===== config.mk =====
export PLATFORM = sky130hd
export DESIGN_NAME = cache_repair_unit
export DESIGN_NICKNAME = d
export VERILOG_FILES = /design/src/rtl/cache_repair_unit_pkg.sv /design/src/rtl/cache_repair_unit_line_buffer.sv /design/src/rtl/cache_repair_unit.sv
export SDC_FILE = /design/constraint.sdc
export NUM_CORES = 1
export LEC_CHECK = 0
export ABC_AREA = 1
export BUFFER_PORTS_ARGS = -buffer_cell sky130_fd_sc_hd__buf_2
export CAP_MARGIN = 40
export CORE_UTILIZATION = 35
export CTS_CLUSTER_SIZE = 28
export DETAILED_ROUTE_END_ITERATION = 12
export PLACE_DENSITY_LB_ADDON = 0.12
export RECOVER_POWER = 50
export SETUP_SLACK_MARGIN = 0.2
export SLEW_MARGIN = 20
export SYNTH_ARGS = -nofsm -noshare
export SYNTH_HDL_FRONTEND = slang
export SYNTH_HIERARCHICAL = 1
export SYNTH_SLANG_ARGS = --single-unit

===== constraint.sdc =====
create_clock -name clk_i -period 1.8 [get_ports clk_i]
set_clock_uncertainty 0.05 [all_clocks]
set_input_delay 0.18 -clock clk_i [delete_from_list [all_inputs] [get_ports clk_i]]
set_output_delay 0.18 -clock clk_i [all_outputs]
set_load 0.005 [all_outputs]

===== src/rtl/cache_repair_unit_pkg.sv =====
// Shared types and constants for the miss-repair engine.
package cache_repair_unit_pkg;

    localparam int CACHE_LINE_WORDS = 4;
    localparam int ROB_ENTRIES      = 32;
    localparam int ROB_IDX_MAX_W    = 16;

    typedef enum logic [2:0] {
        IDLE = 3'd0,
        REQ  = 3'd1,
        RESP = 3'd2,
        FILL = 3'd3,
        DONE = 3'd4
    } repair_state_e;

    typedef struct packed {
        logic [31:0]              addr;
        logic [31:0]              data;
        logic [ROB_IDX_MAX_W-1:0] rob_idx;
        logic                     is_store;
    } repair_req_t;

    function automatic logic [31:0] line_base(input logic [31:0] addr, input int unsigned off_bits);
        return (addr >> off_bits) << off_bits;
    endfunction

endpackage


===== src/rtl/cache_repair_unit_line_buffer.sv =====
// Line assembly buffer: collects response beats, merges store data, captures the load word.
module repair_line_buffer
    import cache_repair_unit_pkg::*;
#(
    parameter int LINE_WORDS = CACHE_LINE_WORDS,
    localparam int IDX_W     = $clog2(LINE_WORDS)
) (
    input  logic                    clk_i,
    input  logic                    rst_i,
    input  logic                    clear,
    input  logic                    wr_en,
    input  logic [31:0]             wdata,
    input  logic                    merge_en,
    input  logic [IDX_W-1:0]        merge_idx,
    input  logic [31:0]             merge_data,
    output logic [32*LINE_WORDS-1:0] line_o,
    output logic                    last_o,
    output logic [31:0]             word_o
);

    logic [LINE_WORDS-1:0][31:0] line_q;
    logic [IDX_W-1:0]            beat_q;
    logic [31:0]                 word_q;
    logic                        hit;

    assign hit = (beat_q == merge_idx);

    always_ff @(posedge clk_i) begin
        if (rst_i) begin
            line_q <= '0;
            beat_q <= '0;
            word_q <= '0;
        end else if (clear) begin
            beat_q <= '0;
        end else if (wr_en) begin
            // store data replaces the fetched word at the miss offset
            line_q[beat_q] <= (merge_en && hit) ? merge_data : wdata;
            if (!merge_en && hit)
                word_q <= wdata;
            beat_q <= beat_q + IDX_W'(1);
        end
    end

    assign line_o = line_q;
    assign last_o = (beat_q == IDX_W'(LINE_WORDS - 1));
    assign word_o = word_q;

endmodule


===== src/rtl/cache_repair_unit.sv =====
// Single-outstanding miss repair: fetch line, merge store, fill cache, write back load word.
module cache_repair_unit
    import cache_repair_unit_pkg::*;
#(
    parameter int LINE_WORDS = CACHE_LINE_WORDS,
    parameter int ROB_IDX_W  = $clog2(ROB_ENTRIES)
) (
    input  logic                     clk_i,
    input  logic                     rst_i,
    input  logic                     flush_i,
    input  logic                     repair_req_i,
    input  logic [31:0]              repair_addr_i,
    input  logic [31:0]              repair_data_i,
    input  logic [ROB_IDX_W-1:0]     repair_rob_idx_i,
    input  logic                     repair_is_store_i,
    output logic                     repair_ack_o,
    output logic                     repair_complete_o,
    output logic                     mem_req_o,
    output logic [31:0]              mem_addr_o,
    input  logic                     mem_gnt_i,
    input  logic                     mem_rvalid_i,
    input  logic [31:0]              mem_rdata_i,
    output logic                     fill_valid_o,
    output logic [31:0]              fill_addr_o,
    output logic [32*LINE_WORDS-1:0] fill_data_o,
    output logic                     fill_dirty_o,
    input  logic                     fill_ready_i,
    output logic                     wb_valid_o,
    output logic [31:0]              wb_data_o,
    output logic [ROB_IDX_W-1:0]     wb_rob_idx_o
);

    localparam int IDX_W = $clog2(LINE_WORDS);
    localparam int OFF   = IDX_W + 2;

    localparam logic [2:0] S_IDLE = IDLE;
    localparam logic [2:0] S_REQ  = REQ;
    localparam logic [2:0] S_RESP = RESP;
    localparam logic [2:0] S_FILL = FILL;
    localparam logic [2:0] S_DONE = DONE;

    logic [2:0]        state_q, state_d;
    repair_req_t       req_q;
    logic              abort_q;
    logic              accept, wr_en, last;
    logic [IDX_W-1:0]  merge_idx;
    logic [31:0]       word;
    logic [32*LINE_WORDS-1:0] line;

    // reset gates the ack so every output reads zero while rst_i is held
    assign repair_ack_o = (state_q == S_IDLE) && !flush_i && !rst_i;
    assign accept       = repair_req_i && repair_ack_o;
    assign wr_en        = (state_q == S_RESP) && mem_rvalid_i;
    assign merge_idx    = req_q.addr[OFF-1:2];

    always_comb begin
        state_d = state_q;
        case (state_q)
            S_IDLE: if (accept) state_d = S_REQ;
            S_REQ: begin
                if (mem_gnt_i)    state_d = S_RESP;
                else if (flush_i) state_d = S_DONE;
            end
            S_RESP: if (wr_en && last) state_d = (abort_q || flush_i) ? S_DONE : S_FILL;
            S_FILL: if (fill_ready_i) state_d = S_DONE;
            S_DONE: state_d = S_IDLE;
            default: state_d = S_IDLE;
        endcase
    end

    always_ff @(posedge clk_i) begin
        if (rst_i) begin
            state_q <= S_IDLE;
            abort_q <= 1'b0;
            req_q   <= '0;
        end else begin
            state_q <= state_d;
            // sticky until the FSM returns to idle; flush in DONE/IDLE lands on idle and drops
            abort_q <= (state_d != S_IDLE) && (abort_q || flush_i);
            if (accept) begin
                req_q.addr     <= repair_addr_i;
                req_q.data     <= repair_data_i;
                req_q.rob_idx  <= ROB_IDX_MAX_W'(repair_rob_idx_i);
                req_q.is_store <= repair_is_store_i;
            end
        end
    end

    repair_line_buffer #(.LINE_WORDS(LINE_WORDS)) u_buf (
        .clk_i      (clk_i),
        .rst_i      (rst_i),
        .clear      (accept),
        .wr_en      (wr_en),
        .wdata      (mem_rdata_i),
        .merge_en   (req_q.is_store),
        .merge_idx  (merge_idx),
        .merge_data (req_q.data),
        .line_o     (line),
        .last_o     (last),
        .word_o     (word)
    );

    assign mem_req_o         = (state_q == S_REQ);
    assign mem_addr_o        = line_base(req_q.addr, OFF);
    assign fill_valid_o      = (state_q == S_FILL);
    assign fill_addr_o       = line_base(req_q.addr, OFF);
    assign fill_data_o       = line;
    assign fill_dirty_o      = (state_q == S_FILL) && req_q.is_store;
    assign repair_complete_o = (state_q == S_DONE);
    assign wb_valid_o        = (state_q == S_DONE) && !req_q.is_store && !abort_q;
    assign wb_data_o         = word;
    assign wb_rob_idx_o      = req_q.rob_idx[ROB_IDX_W-1:0];

endmodule

After elaboration in Yosys (flattened, before gate mapping)
Cells that the tools add are included.
W data, S select, Z words.
{"block": "op_classes", "magnitude_cmp": 2, "n_eq_ne": 6, "n_reduce_logical": 22, "muxes": 11, "n_bitwise": 1, "addsub": 1}
{"cell": "$bwmux W128", "n": 1}
{"cell": "$demux W32 S2", "n": 1}
{"cell": "$mux W32", "n": 2}
{"cell": "$mux W3", "n": 6}
{"cell": "$logic_and A1 B1 Y1", "n": 12}
{"cell": "$pmux W3 S4", "n": 1}
{"cell": "$eq A3 B2 Y1 const B", "n": 2}
{"cell": "$logic_not A1 Y1", "n": 4}
{"cell": "$eq A3 B1 Y1 const B", "n": 1}
{"cell": "$eq A3 B3 Y1 const B", "n": 1}
{"cell": "$logic_not A3 Y1", "n": 1}
{"cell": "$lt A2 B3 Y1 const B", "n": 1}
{"cell": "$reduce_and A3 Y1", "n": 1}
{"cell": "$reduce_bool A3 Y1", "n": 1}
{"cell": "$add A2 B1 Y2 const B", "n": 1}
{"cell": "$eq A2 B2 Y1", "n": 1}
{"cell": "$eq A2 B2 Y1 const B", "n": 1}
{"cell": "$ge A2 B1 Y1 const B", "n": 1}
{"cell": "$reduce_and A2 Y1", "n": 1}
{"cell": "$reduce_or A2 Y1", "n": 1}
{"cell": "$logic_or A1 B1 Y1", "n": 1}
{"cell": "$not A1 Y1", "n": 1}
{"block": "word_totals", "output_inout_bits": 235, "reg_bits": 236}

Logic depth before layout (Yosys ltp)
Gate-level depths: netlist of the first run.
{"block": "depth", "depth_word": 8, "ltp_mapped": 13, "mapped_depth_nobuf": 11}

Cells and area by module
Netlist of the first run, hierarchy kept.
{"module": "repair_line_buffer", "seq_area_each_um2": 3243.1, "cells_each": 1061, "area_each_um2": 7776.2, "n_inst": 1}
{"module": "cache_repair_unit", "seq_area_each_um2": 1441.4, "cells_each": 416, "area_each_um2": 3154.3, "n_inst": 1}

Worst setup path after synthesis of the first run
Ideal clock, no wire load.
{"block": "synth_timing", "kind": "register -> register", "from": "register state_q[0]", "to": "register u_buf.line_q (netlist bit u_buf/line_o[43])", "path_buffers": 2, "arrival_time_ns": 1.738, "path_slack_ns": -0.097, "path_stages_with_launch": 13, "period_less_slack_ns": 1.897, "required_ns": 1.641, "path_cell_list": "dfxtp_1 > nor2_2 > nand4_4 > inv_2 > buf_2 > inv_1 > nand2_1 > inv_2 > nand2_1 > clkbuf_1 > a21oi_1 > nand2_1 > inv_1"}
{"block": "synth_via", "elab_chain_len": 6, "word_cells_on_any_way": 8}
{"element": "start, declared", "line_no": "cache_repair_unit.sv:42", "source": "logic [2:0] state_q, state_d;"}
{"element": "start signal, assigned", "line_no": "cache_repair_unit.sv:77", "source": "state_q <= state_d;"}
{"element": "$logic_not A3 Y1", "line_no": "cache_repair_unit.sv:51", "source": "assign repair_ack_o = (state_q == S_IDLE) && !flush_i && !rst_i;"}
{"element": "$logic_and A1 B1 Y1 (2 in series)", "line_no": "cache_repair_unit.sv:51"}
{"element": "$logic_and A1 B1 Y1", "line_no": "cache_repair_unit.sv:52", "source": "assign accept = repair_req_i && repair_ack_o;"}
{"element": "via accept", "line_no": "cache_repair_unit.sv:45", "source": "logic accept, wr_en, last;"}
{"element": "$not A1 Y1 (no line)"}
{"element": "$reduce_and A2 Y1 (no line)"}
{"element": "end signal, assigned by index", "line_no": "cache_repair_unit_line_buffer.sv:37", "source": "line_q[beat_q] <= (merge_en && hit) ? merge_data : wdata;"}
{"element": "end, declared", "line_no": "cache_repair_unit_line_buffer.sv:21", "source": "logic [LINE_WORDS-1:0][31:0] line_q;"}
The timed path passes the listed nets, and every way through them passes these cells.
A chain may end at the register's enable or synchronous reset.

Worst setup path in the final report of the first run
{"block": "layout_timing", "from": "register state_q[2]", "to": "output repair_ack_o"}
{"block": "layout_via", "elab_chain_len": 3}
{"element": "$logic_not A3 Y1", "line_no": "cache_repair_unit.sv:51"}
{"element": "$logic_and A1 B1 Y1 (2 in series)", "line_no": "cache_repair_unit.sv:51"}
{"element": "end, declared", "line_no": "cache_repair_unit.sv:16", "source": "output logic repair_ack_o,"}
No other way between the ends.

==> results of run 1 <==
## synthesized netlist by cell type (all sizes together)
cell type / number / area (um^2)
inv: 274 / 1028
ha: 4 / 50.05
clkinv: 3 / 11.26
nor3b: 1 / 7.510
dfxtp: 234 / 4684
xnor2: 2 / 25.03
clkbuf: 40 / 151.4
nand3: 133 / 670.6
nand4: 67 / 854.6
nor4: 2 / 12.51
nor3: 3 / 15.01
a21oi: 161 / 805.8
buf: 119 / 879.6
conb: 1 / 3.750
a31oi: 1 / 6.260
o21ai: 68 / 340.3
nand2: 209 / 794.5
nor2: 155 / 589.3
## worst max-delay path: cells and delay by family, from the launching register on
family | cells | cell delay (ps)
flops | 1 | 330
buf+inv | 2 | 330
simple gates | 1 | 290
## power by group
group          switching [W]  internal, W
sequential         0.0000848      0.00528
clock                0.00233      0.00364
combinational       0.000684     0.000566
## area by class of cell
cell class / instances / area share [%]
Clock buffer: 38 / 4.886
Clock inverter: 14 / 1.115
Timing Repair Buffer: 531 / 25.44
Inverter: 277 / 6.853
Timing Repair inverter: 1 / 0.1007
Multi-Input combinational cell: 814 / 29.49
Sequential cell: 234 / 29.06
Tap cell: 396 / 3.066
## registers in the layout, indices dropped and copies added (netlist names)
name,flops
abort_q,1
fill_addr_o,28
merge_idx,2
req_q,33
state_q,3
u_buf/beat_q,2
u_buf/line_o,128
u_buf/word_o,32
wb_rob_idx_o,5
## per-layer routing
metal / up-vias / track usage, % / part of all wire (%)
li1: 5403 / - / -
met1: 5225 / 28.84 / 43
met2: 359 / 38.76 / 49
met3: 42 / 3.902 / 6.4
met4: 0 / 4.979 / 1.3
met5: - / 0 / 0
## how the worst min path moves through the flow
stage / from / to / slack [ps]
global placement: repair_addr_i[3] / merge_idx[1]$_SDFFE_PP0P_ / 370
floorplan: rst_i / state_q[1]$_SDFF_PP0_ / 190
finish: rst_i / state_q[2]$_SDFF_PP0_ / 80
detailed placement: repair_addr_i[3] / merge_idx[1]$_SDFFE_PP0P_ / 380
global route: flush_i / state_q[0]$_SDFF_PP0_ / 190
CTS: flush_i / state_q[0]$_SDFF_PP0_ / 70
## cell families after synthesis
family,Yosys count
other cells,1
xor+xnor,2
buf+inv,436
compound gates,230
fa+ha+maj,4
simple gates,570
flops,234
## stage by stage
stage | util, % | total power [W] | setup WS [ps] | hold WS (ps)
floorplan | - | 0.006106 | 200.8 | 192.7
global placement | 41.36 | 0.006370 | 30.30 | 371.6
detailed placement | 41.36 | 0.006377 | 10.89 | 377.6
CTS | 48.45 | 0.01257 | 39.01 | 67.59
global route | 52.69 | 0.01305 | 10.35 | 189.7
finish | 52.69 | 0.01258 | 79.47 | 77.04
## timing repair
action,4_1_cts,5_1_grt
setup endpoints to repair,204,205
pin swaps,1,61
resized for setup,27,145
hold buffers,103,0
gates cloned,1,25
setup buffers,4,29
hold endpoints to repair,215,0
==> metrics.txt, run 1 <==
status completed; Die Y-Extent 178.7 um; critical path startpoint category flip-flop; worst slew pin tran 1057 ps; fmax around 580 MHz; Simple-Gate Fraction of Synth Area 26.93%; Mapped Area 10930 um^2; main combinational cell family by area after synthesis simple AND/OR/NAND/NOR gates; worst r2r src state_q[1]$_SDFF_PP0_; GRT Overall Usage approximately 22%; clock-pin slew on the worst setup and hold paths about 60 ps; largest net degree at the start of global routing between 150 and 200; Worst VDD drop 712.2 uV; TritonCTS Buffers 28; via count 11030; fillcell total 3043; final worst path period share 95.59%; slowest cell on the critical path dfxtp_2; antenna cells 0; layout cells sized above 1 25.56%; post-DP HPWL 23460 um; post-placement cell area 12690 um^2; CP Cell Sequence buf_4, nor4_4, buf_2; clock root buffer clkbuf_16; Mapped Cells between 1000 and 1500; count of final hold-check violations 0; final setup vio count 0; Core Footprint 30670 um^2; CTS tree yes; clock sinks 234; row count 64; IO buf count 333; Final Cell Area ~16000 um^2; Max Buffers Root-to-Sink 3; Clk Latency, worst-skew pair 550 ps; gr ovfl total 0; Pleak 7.093 nW; 1st-iter DRT viols 646; Max stage delay on crit path 330 ps; #FFs+latches synth 234; Post-Route WL about 40000 um; Synth Area in Compound Gates 10.54%; Worst Path Arrival about 1500 ps; vias per cell 4.785; xor-xnor portion of the synthesized cell area less than 1%; # IOs about 340; Pins Over Slew Limit 0; Total Neg Setup Slack 0 ps; CP Capture Type output pin; Worst Setup EP repair_ack_o; Die W 178.7 um; # DRC 0; Reg2Reg Depth 11; area grow syn2layout 47.84%; register area share after synthesis 42.86%; worst flop-to-flop path endpoint u_buf/line_o[114]$_SDFFE_PP0P_; vias in the first global route 9861; worst hold path type in -> reg; first-pass GRT wire length 55230 um; Reg area 4696 um^2; Max Cap Viol 0; most frequent cells in the layout inv_1 (265), dfxtp_1 (229), buf_2 (202); Post-DRT Antenna Nets 0; Post-Synth Adder-Cell Area 0.4579%; RSZ-0062 raised after global routing true; worst setup path startpoint state_q[2]$_SDFF_PP0_; GPL Wtd Cong 0.7903; post-synth cell types 29; Multi-input gate area 4765 um^2; Register-to-Register Setup Slack 90 ps; Nets 2000; Avg Inst Size Synth 7.400 um^2; initial antenna violation count 0; yosys warns 6; CTS H-Tree Depth 1; crit path kind reg -> out; Critical Path RT 1570 ps; WHS Path Cells 3; leading cell type in the layout, fill and taps excluded inv_1; post-synthesis mux area share 0%; Wirelength per Cell 17.89 um; Starting Density a little over a third; Max FO, Critical Path 5; crit path time final around 1700 ps; DP Cell Count approximately 2100; Rel. slew slack 29.53%; router iterations before antenna repair 5; P per Cell Area 778.6 nW/um^2; Cell Count, Final, Fillers Out 2305; Die Area approximately 32000 um^2
Power figures use the tool's default switching activity.
==> run 2: changes to the inputs <==
==> constraint.sdc (replaced) <==
create_clock -name clk_i -period 1.8 [get_ports clk_i]
set_clock_uncertainty 0.05 [all_clocks]
set_input_delay 0.09 -clock clk_i [delete_from_list [all_inputs] [get_ports clk_i]]
set_output_delay 0.09 -clock clk_i [all_outputs]
set_load 0.005 [all_outputs]
==> run 2 against run 1 <==
Routed wire length down 2.9%; critical endpoint is now u_buf/line_o[92]$_SDFFE_PP0P_; largest power group unchanged; fmax up 3.6%; first-iteration DRC count increased by 2.5%.
==> metrics.txt, run 2 (synthesized netlist as in run 1, its figures left out) <==
status completed (unchanged); first-pass GRT wire length 55610 um (was 55230 um); Max FO, Critical Path 9 (was 5); via count 10860 (was 11030); Wirelength per Cell 17.45 um (was 17.89 um); Die W 178.7 um (unchanged); Post-DRT Antenna Nets 0 (unchanged); Core Footprint 30670 um^2 (unchanged); row count 64 (unchanged); RSZ-0062 raised after global routing true (unchanged); CP Capture Type flip-flop (was output pin); worst hold path type in -> reg (unchanged); Max Buffers Root-to-Sink 3 (unchanged); GRT Overall Usage 22.60% (was 22.39%); Die Area 31940 um^2 (unchanged); Starting Density 35.64% (unchanged); final setup vio count 0 (unchanged); Switching Share 23.83% (was 24.59%); gr ovfl total 0 (unchanged); # IOs 344 (unchanged); area grow syn2layout 44.04% (was 47.84%); # DRC 0 (unchanged); vias in the first global route 9910 (was 9861); IO buf count 333 (unchanged); worst r2r src state_q[1]$_SDFF_PP0_ (unchanged); P_int 0.009652 W (was 0.009488 W); Nets 1990 (was 2000); register share of total power 42.4% (was 42.6%); vias per cell 4.732 (was 4.785); GPL Wtd Cong 0.8127 (was 0.7903); Critical Path RT 2230 ps (was 1570 ps); Total Neg Setup Slack 0 ps (unchanged); max FFs per register 128 (unchanged); final worst path period share 92.26% (was 95.59%); Worst Path Arrival 2090 ps (was 1490 ps); Post-Route WL 40040 um (was 41240 um); most frequent cells in the layout inv_1 (266), dfxtp_1 (228), nand2_1 (200) (was inv_1 (265), dfxtp_1 (229), buf_2 (202)); antenna cells 0 (unchanged); combinational share of power 9.5% (was 9.9%); leading cell type in the layout, fill and taps excluded inv_1 (unchanged); TritonCTS Buffers 28 (unchanged); Die Y-Extent 178.7 um (unchanged); initial antenna violation count 0 (unchanged); worst slew pin tran 794.4 ps (was 1057 ps); Psw 0.003020 W (was 0.003094 W); CTS tree yes (unchanged); Clk Latency, worst-skew pair 540 ps (was 550 ps); crit path time final 1661 ps (was 1721 ps); router iterations before antenna repair 6 (was 5); clock-pin slew on the worst setup and hold paths 60 ps (about the same); fillcell total 3111 (was 3043); worst setup path startpoint state_q[1]$_SDFF_PP0_ (was state_q[2]$_SDFF_PP0_); 1st-iter DRT viols 662 (was 646); Max Cap Viol 0 (unchanged); layout cells sized above 1 22.66% (was 25.56%); P per Cell Area 804.9 nW/um^2 (was 778.6 nW/um^2); Worst VDD drop 738.5 uV (was 712.2 uV); clock root buffer clkbuf_16 (unchanged); Rel. slew slack 47.04% (was 29.53%); crit path kind reg -> reg (was reg -> out); clock sinks 234 (unchanged); CTS H-Tree Depth 1 (unchanged); Clock power frac 48.2% (was 47.4%); Pins Over Slew Limit 0 (unchanged); post-DP HPWL 23910 um (was 23460 um); WHS Path Cells 3 (unchanged); min-delay src rst_i (unchanged); fmax 602.1 MHz (was 581.2 MHz); critical path startpoint category flip-flop (unchanged); count of final hold-check violations 0 (unchanged); Pleak 6.983 nW (was 7.093 nW); largest net degree at the start of global routing 103 (was 169); Reg2Reg Depth 12 (was 11); PnR Total Power 0.01267 W (was 0.01258 W)
-- run 2: power by group through the flow --
stage	Combinational (W)	Clock [W]	Sequential [W]
6_report	0.00120	0.00611	0.00537
5_1_grt	0.00130	0.00647	0.00538
4_1_cts	0.00112	0.00626	0.00537
3_5_place_dp	0.000904	0	0.00548
3_3_place_gp	0.000906	0	0.00548
2_1_floorplan	0.000644	0	0.00546
-- run 2: area by class of cell --
| class | count | area, um^2 | share of cell area, % |
|---|---|---|---|
| Timing Repair inverter | 3 | 70.07 | 0.4450 |
| Clock inverter | 8 | 143.9 | 0.9139 |
| Timing Repair Buffer | 519 | 3837 | 24.37 |
| Sequential cell | 234 | 4700 | 29.85 |
| Multi-Input combinational cell | 814 | 4536 | 28.81 |
| Inverter | 277 | 1104 | 7.009 |
| Clock buffer | 43 | 858.3 | 5.452 |
| Tap cell | 396 | 495.5 | 3.147 |
-- run 2: per-stage QoR --
stage	cell area [um^2]	utilization, %	hold slack [ps]	setup WS, ps	instances
floorplan	11190	-	102.7	200.8	1484
global placement	12690	41.37	280.7	44.97	2093
detailed placement	12690	41.37	293.6	21.17	2093
CTS	14970	48.81	43.35	116.4	2256
global route	15740	51.33	77.75	59.25	2294
finish	15740	51.33	59.42	139.3	2294
-- run 2: path summary, 6_finish.rpt --
check	slack (ps)	end
hold reg to reg	410	u_buf/word_o[31]$_SDFFE_PP0P_
setup / recovery	140	u_buf/line_o[92]$_SDFFE_PP0P_
setup reg to reg	140	u_buf/line_o[92]$_SDFFE_PP0P_
hold / removal	60	u_buf/word_o[31]$_SDFFE_PP0P_
-- run 2: metal layers --
metal | share of wire (%) | track usage, % | wire [um] | vias to the layer above
met1 | 43 | 29.15 | 17400 | 5037
li1 | - | - | - | 5362
met4 | 2.1 | 5.508 | 860 | 0
met2 | 47 | 38.81 | 18900 | 394
met3 | 7.2 | 4.029 | 2882 | 62
met5 | 0 | 0 | 0 | -
-- run 2: repair_timing --
action | 4_1_cts | 5_1_grt
endpoints found under the hold margin | 232 | 0
gates resized for setup | 29 | 88
buffers inserted | 6 | 25
hold buffers | 104 | 0
gates cloned | 2 | 13
endpoints found under the setup margin | 200 | 199
pin swaps | 3 | 41
-- run 2: worst max-delay path, cell delays in order (launching register included) --
cell	delay [ps]
dfxtp_4	370
nor2_4	140
nand4_4	130
inv_4	70
inv_2	40
nand2_4	100
inv_8	60
nand2_4	140
clkinv_4	110
buf_12	160
nand3_1	120
nand2_1	60
inv_1	40
